## config.mk

```make
export PLATFORM = sky130hd
export DESIGN_NAME = apb_cmd_master
export DESIGN_NICKNAME = d
export VERILOG_FILES = /design/src/rtl/apb_cmd_master.sv
export SDC_FILE = /design/constraint.sdc
export NUM_CORES = 1
export LEC_CHECK = 0
export ABC_AREA = 1
export BUFFER_PORTS_ARGS = -buffer_cell sky130_fd_sc_hd__buf_4
export CAP_MARGIN = 0
export CORE_UTILIZATION = 54
export CTS_BUF_LIST = sky130_fd_sc_hd__clkbuf_4 sky130_fd_sc_hd__clkbuf_8 sky130_fd_sc_hd__clkbuf_16
export CTS_CLUSTER_SIZE = 10
export DETAILED_ROUTE_END_ITERATION = 6
export HOLD_SLACK_MARGIN = 0.15
export PLACE_DENSITY_LB_ADDON = 0.05
export SYNTH_ARGS = -nofsm -noshare
export SYNTH_HDL_FRONTEND = slang
export SYNTH_SLANG_ARGS = --single-unit
export TNS_END_PERCENT = 20
```

## constraint.sdc

```tcl
create_clock -name clk -period 4.9 [get_ports clk]
set_clock_uncertainty 0.2 [all_clocks]
set_input_delay 0.49 -clock clk [delete_from_list [all_inputs] [get_ports clk]]
set_output_delay 0.49 -clock clk [all_outputs]
set_load 0.1 [all_outputs]
```

## src/rtl/apb_cmd_master.sv

```systemverilog
// APB command master: a small command FIFO feeding an APB3/4 requester with a wait-state timeout.
// state  | meaning
// IDLE   | bus idle, waiting for a queued command
// SETUP  | psel high, penable low, popped command on the bus
// ACCESS | psel and penable high, waiting for pready or timeout
module apb_cmd_master #(
    parameter int ADDR_W  = 32,
    parameter int DATA_W  = 32,
    parameter int DEPTH   = 4,
    parameter int TIMEOUT = 16
) (
    input  logic                       clk,
    input  logic                       reset,
    input  logic                       cmd_valid_i,
    output logic                       cmd_ready_o,
    input  logic                       cmd_write_i,
    input  logic [ADDR_W-1:0]          cmd_addr_i,
    input  logic [DATA_W-1:0]          cmd_wdata_i,
    input  logic [DATA_W/8-1:0]        cmd_strb_i,
    output logic [$clog2(DEPTH):0]     level_o,
    output logic                       psel_o,
    output logic                       penable_o,
    output logic                       pwrite_o,
    output logic [ADDR_W-1:0]          paddr_o,
    output logic [DATA_W-1:0]          pwdata_o,
    output logic [DATA_W/8-1:0]        pstrb_o,
    input  logic                       pready_i,
    input  logic                       pslverr_i,
    input  logic [DATA_W-1:0]          prdata_i,
    output logic                       rsp_valid_o,
    output logic                       rsp_write_o,
    output logic [DATA_W-1:0]          rsp_rdata_o,
    output logic                       rsp_err_o,
    output logic                       rsp_timeout_o
);

    localparam int PW = $clog2(DEPTH);
    localparam int SW = DATA_W / 8;
    localparam int CW = $clog2(TIMEOUT + 1);
    localparam int EW = 1 + ADDR_W + DATA_W + SW;
    localparam logic [PW:0]   LVL_FULL = (PW + 1)'(DEPTH);
    localparam logic [CW-1:0] TMO_LAST = CW'(TIMEOUT - 1);

    typedef enum logic [1:0] {IDLE, SETUP, ACCESS} state_t;

    state_t          state, state_next;
    logic [EW-1:0]   mem [DEPTH];
    logic [PW-1:0]   wr_ptr, rd_ptr;
    logic [PW:0]     count;
    logic [CW-1:0]   tmo_cnt;
    logic            push, pop, complete, abort;
    logic            head_write;
    logic [ADDR_W-1:0] head_addr;
    logic [DATA_W-1:0] head_wdata;
    logic [SW-1:0]   head_strb;

    assign cmd_ready_o = (count != LVL_FULL);
    assign level_o     = count;
    assign push        = cmd_valid_i & cmd_ready_o;
    assign psel_o      = (state != IDLE);
    assign penable_o   = (state == ACCESS);
    assign {head_write, head_addr, head_wdata, head_strb} = mem[rd_ptr];

    always_ff @(posedge clk) begin
        if (push) mem[wr_ptr] <= {cmd_write_i, cmd_addr_i, cmd_wdata_i, cmd_strb_i};
    end

    // Pointers are exactly PW bits wide, so they wrap modulo DEPTH on their own.
    always_ff @(posedge clk or posedge reset) begin
        if (reset) begin
            wr_ptr <= '0;
            rd_ptr <= '0;
            count  <= '0;
        end else begin
            if (push) wr_ptr <= wr_ptr + 1'b1;
            if (pop)  rd_ptr <= rd_ptr + 1'b1;
            count <= count + {{PW{1'b0}}, push} - {{PW{1'b0}}, pop};
        end
    end

    always_ff @(posedge clk or posedge reset) begin
        if (reset) state <= IDLE;
        else       state <= state_next;
    end

    // pready has priority over the terminal count on the same edge.
    always_comb begin
        state_next = state;
        pop        = 1'b0;
        complete   = 1'b0;
        abort      = 1'b0;
        case (state)
            IDLE: begin
                if (count != '0) begin
                    pop        = 1'b1;
                    state_next = SETUP;
                end
            end
            SETUP: state_next = ACCESS;
            ACCESS: begin
                if (pready_i)                complete = 1'b1;
                else if (tmo_cnt == TMO_LAST) abort   = 1'b1;
                if (complete || abort) begin
                    if (count != '0) begin
                        pop        = 1'b1;
                        state_next = SETUP;
                    end else begin
                        state_next = IDLE;
                    end
                end
            end
            default: state_next = IDLE;
        endcase
    end

    always_ff @(posedge clk or posedge reset) begin
        if (reset)                          tmo_cnt <= '0;
        else if (pop)                       tmo_cnt <= '0;
        else if (state == ACCESS && !pready_i) tmo_cnt <= tmo_cnt + 1'b1;
    end

    always_ff @(posedge clk or posedge reset) begin
        if (reset) begin
            pwrite_o      <= 1'b0;
            paddr_o       <= '0;
            pwdata_o      <= '0;
            pstrb_o       <= '0;
            rsp_valid_o   <= 1'b0;
            rsp_write_o   <= 1'b0;
            rsp_rdata_o   <= '0;
            rsp_err_o     <= 1'b0;
            rsp_timeout_o <= 1'b0;
        end else begin
            if (pop) begin
                pwrite_o <= head_write;
                paddr_o  <= head_addr;
                pwdata_o <= head_wdata;
                pstrb_o  <= head_write ? head_strb : '0;
            end
            rsp_valid_o   <= complete | abort;
            rsp_write_o   <= (complete | abort) & pwrite_o;
            rsp_rdata_o   <= (complete && !pwrite_o) ? prdata_i : '0;
            rsp_err_o     <= abort | (complete & pslverr_i);
            rsp_timeout_o <= abort;
        end
    end

endmodule

```

==> flow_summary.json <==
{
  "status": "finished, final reports clean",
  "core_area_um2": 27780,
  "hold_violations": 0,
  "synth_most_common_cell": "nand2_1",
  "routed_via_density": 4.954,
  "yosysTopAreaCell": "edfxtp_1",
  "fillCellCount": 2025,
  "cts_buffers": 45,
  "yosys.cell_types.count": 28,
  "combPwrFrac_pct": 42.9,
  "avgSynthCellArea_um2": 11.54,
  "dieArea_um2": 28850,
  "total_power_w": 0.01407,
  "clk_pin_slew_ns": 0.06,
  "power_density_nw_per_um2": 719.5,
  "start_util_pct": 54.77,
  "worstPathArrival_ns": 3.01,
  "drc": 0,
  "worst_pin_slew_ns": 1.167,
  "synthArstFlopShare_pct": 30.13,
  "ir_drop_mv": 0.6131,
  "rr_startpoint": "tmo_cnt[0]",
  "holdPathEnd": "paddr_o[21]",
  "worstSetupPathType": "flop to flop",
  "p_sw_share_pct": 44.60,
  "cp_max_fo": 4,
  "drive_gt1_share_pct": 19.42,
  "grt-ovfl-total": 0,
  "hold_class": "flop to flop",
  "antenna_found_initial": 1,
  "cts_buffer_depth": 3,
  "clock_power_share_pct": 22.7,
  "cts_tree": "built",
  "min_period_over_period_pct": 57.17,
  "num_rows": 61,
  "yosysTopAreaCellShare_pct": 54.47,
  "wl_per_cell_um": 15.94,
  "r2r_cells": 12,
  "syn2layout_area_growth_pct": 28.53,
  "fin_nets": 1748,
  "cts.sinks": 395,
  "pwr-share-seq_pct": 34.4,
  "setup_viol": 0,
  "p_leak_nw": 8.536,
  "ys_seq_elements": 395,
  "synth_area_leaders": "edfxtp_1 54%, dfrtp_1 20%, nand2_1 7.6%",
  "portBuffers": 216,
  "hpwl_um": 17100,
  "cts.htree.levels": 2,
  "grtUsageTotal_pct": 22.96,
  "cp-start-kind": "flop",
  "insertion_delay_ns": 0.53,
  "yosysWarnings": 0,
  "max-slew-margin-rel_pct": 21.99,
  "synth_area_um2": 15220,
  "grt_pass1_wl_um": 51300,
  "placedCellCount": 1859,
  "dr.first_iter.drc_count": 727,
  "period_needed_ns": 2.801,
  "drt_wl_total_um": 32610,
  "die_width_um": 169.9,
  "hold_start": "paddr_o[21]",
  "syn_nets": 1433,
  "final_area_um2": 19560,
  "grt_pass1_vias": 9843,
  "root_buffer": "clkbuf_16",
  "ant_nets": 0,
  "die_h_um": 169.9,
  "synth-edff-count": 276,
  "whs_path_depth": 2,
  "dpl_cell_area_um2": 17070,
  "synth_commonest_cells": "308 x nand2_1, 301 x nor2_1, 276 x edfxtp_1",
  "p_sw_w": 0.006275,
  "clock.fmax_mhz": 357.0,
  "dr.pass1.iters": 6,
  "maxCapViolations": 0,
  "syn_inst": 1318,
  "ios": 217,
  "num_vias": 10135,
  "internal_power_w": 0.007796,
  "globalplace.congestion": 0.7258,
  "worst-endpoint-required_ns": 5.10,
  "rsz0062_at_grt": "no",
  "r2r_setup_slack_ns": 2.10,
  "synth_flop_cell": "edfxtp_1",
  "yosysSeqAreaShare_pct": 74.04,
  "cts_resized": 0,
  "stdcell_count": 2046,
  "r2r-end": "level_o[2]",
  "grt_max_degree": 104,
  "end_kind": "flop",
  "slew_viol_final": 0,
  "diodes": 0
}
==> kinds of logic (layout without fill, tap and decap cells) <==
group	count (synthesis)	after routing	share of synthesized area, %
fa+ha+maj	9	9	0.7894
xor+xnor	6	6	0.3454
flops	395	395	74.04
compound gates	135	135	4.457
simple gates	634	634	15.94
buf+inv	139	489	4.424
==> power by group through the flow <==
stage / combinational, W / clock [W] / sequential [W]
CTS: 0.00610 / 0.00324 / 0.00485
global route: 0.00654 / 0.00339 / 0.00493
finish: 0.00604 / 0.00319 / 0.00485
detailed placement: 0.00602 / 0 / 0.00490
floorplan: 0.00246 / 0 / 0.00711
global placement: 0.00594 / 0 / 0.00489
==> state kept, by name (all words and copies together) (netlist names) <==
register       flops
pstrb_o            4
rsp_write_o        1
rd_ptr             2
pwdata_o          32
mem              276
tmo_cnt            5
pwrite_o           1
state              2
paddr_o           32
rsp_rdata_o       32
rsp_valid_o        1
rsp_timeout_o      1
level_o            3
rsp_err_o          1
wr_ptr             2
==> placed cells by master (no fill, tap or decap) <==
cell and n:
a21oi_1 2, inv_4 1, edfxtp_1 276, nor2_1 297
nor3_1 1, clkbuf_4 34, inv_2 3, o21ai_1 15
nand3_4 1, nor2_4 5, nand2_1 308, inv_6 2
o21a_1 1, xnor2_1 2, clkbuf_16 47, and3_1 1
ha_1 8, inv_1 69, buf_12 1, xor2_1 4
fa_1 1, buf_4 226, clkinv_1 1, dfrtp_1 117
dlygate4sd3_1 105, o21ai_0 117, nand3_1 19, dfrtp_4 2
nor2_2 2
==> final cells by class <==
type,instances,area [um^2],share of cell area (%)
multi-input cells,784,3314,16.95
inverters,75,289.0,1.478
well taps,378,473.0,2.418
clock inverters,1,8.758,0.04478
flip-flops and latches,395,11270,57.64
clock buffers,81,1431,7.319
repair buffers,332,2768,14.15
==> worst max-delay path: stages (launching register included) <==
cell and delay, ns:
dfrtp_1 0.41, ha_1 0.24, and3_1 0.19, ha_1 0.20, nor2_2 0.15, nand2_1 0.13
inv_2 0.10, nor2_4 0.04, ha_1 0.26, inv_1 0.04, ha_1 0.18, fa_1 0.37
xor2_1 0.17
==> routing by layer <==
metal	track usage (%)	vias to the layer above	share of wire (%)
met1	31.32	4800	44
met2	38.40	339	48
met5	0	-	0.043
met4	5.836	2	1.6
li1	-	4945	-
met3	4.070	49	7.1
==> through the flow <==
step	hold WS [ns]	setup WS, ns	setup TNS [ns]	util [%]
2_1_floorplan	0.2689	-1.019	-281.16	-
3_3_place_gp	0.2630	2.122	0	61.43
3_5_place_dp	0.2669	2.101	0	61.43
4_1_cts	0.2840	2.091	0	70.40
5_1_grt	0.3048	1.937	0	70.40
6_report	0.2772	2.099	0	70.40
==> timing repair <==
item / 4_1_cts / 5_1_grt
hold buffers: 105 / 0
setup buffers: 0 / 0
hold endpoints to repair: 389 / 0
==> worst max-delay path by stage <==
stage | start | to | slack (ns) | cells past startpoint
finish | tmo_cnt[0] | level_o[2] | 2.10 | 12
global route | rd_ptr[0] | pwrite_o | 1.94 | 6
CTS | tmo_cnt[0] | level_o[2] | 2.09 | 12
detailed placement | tmo_cnt[0] | level_o[2] | 2.10 | 12
global placement | cmd_valid_i | mem[0][55] | 2.12 | 4
floorplan | level_o[0] | mem[0][0] | -1.02 | 4
(Power assumes the default switching activity.)
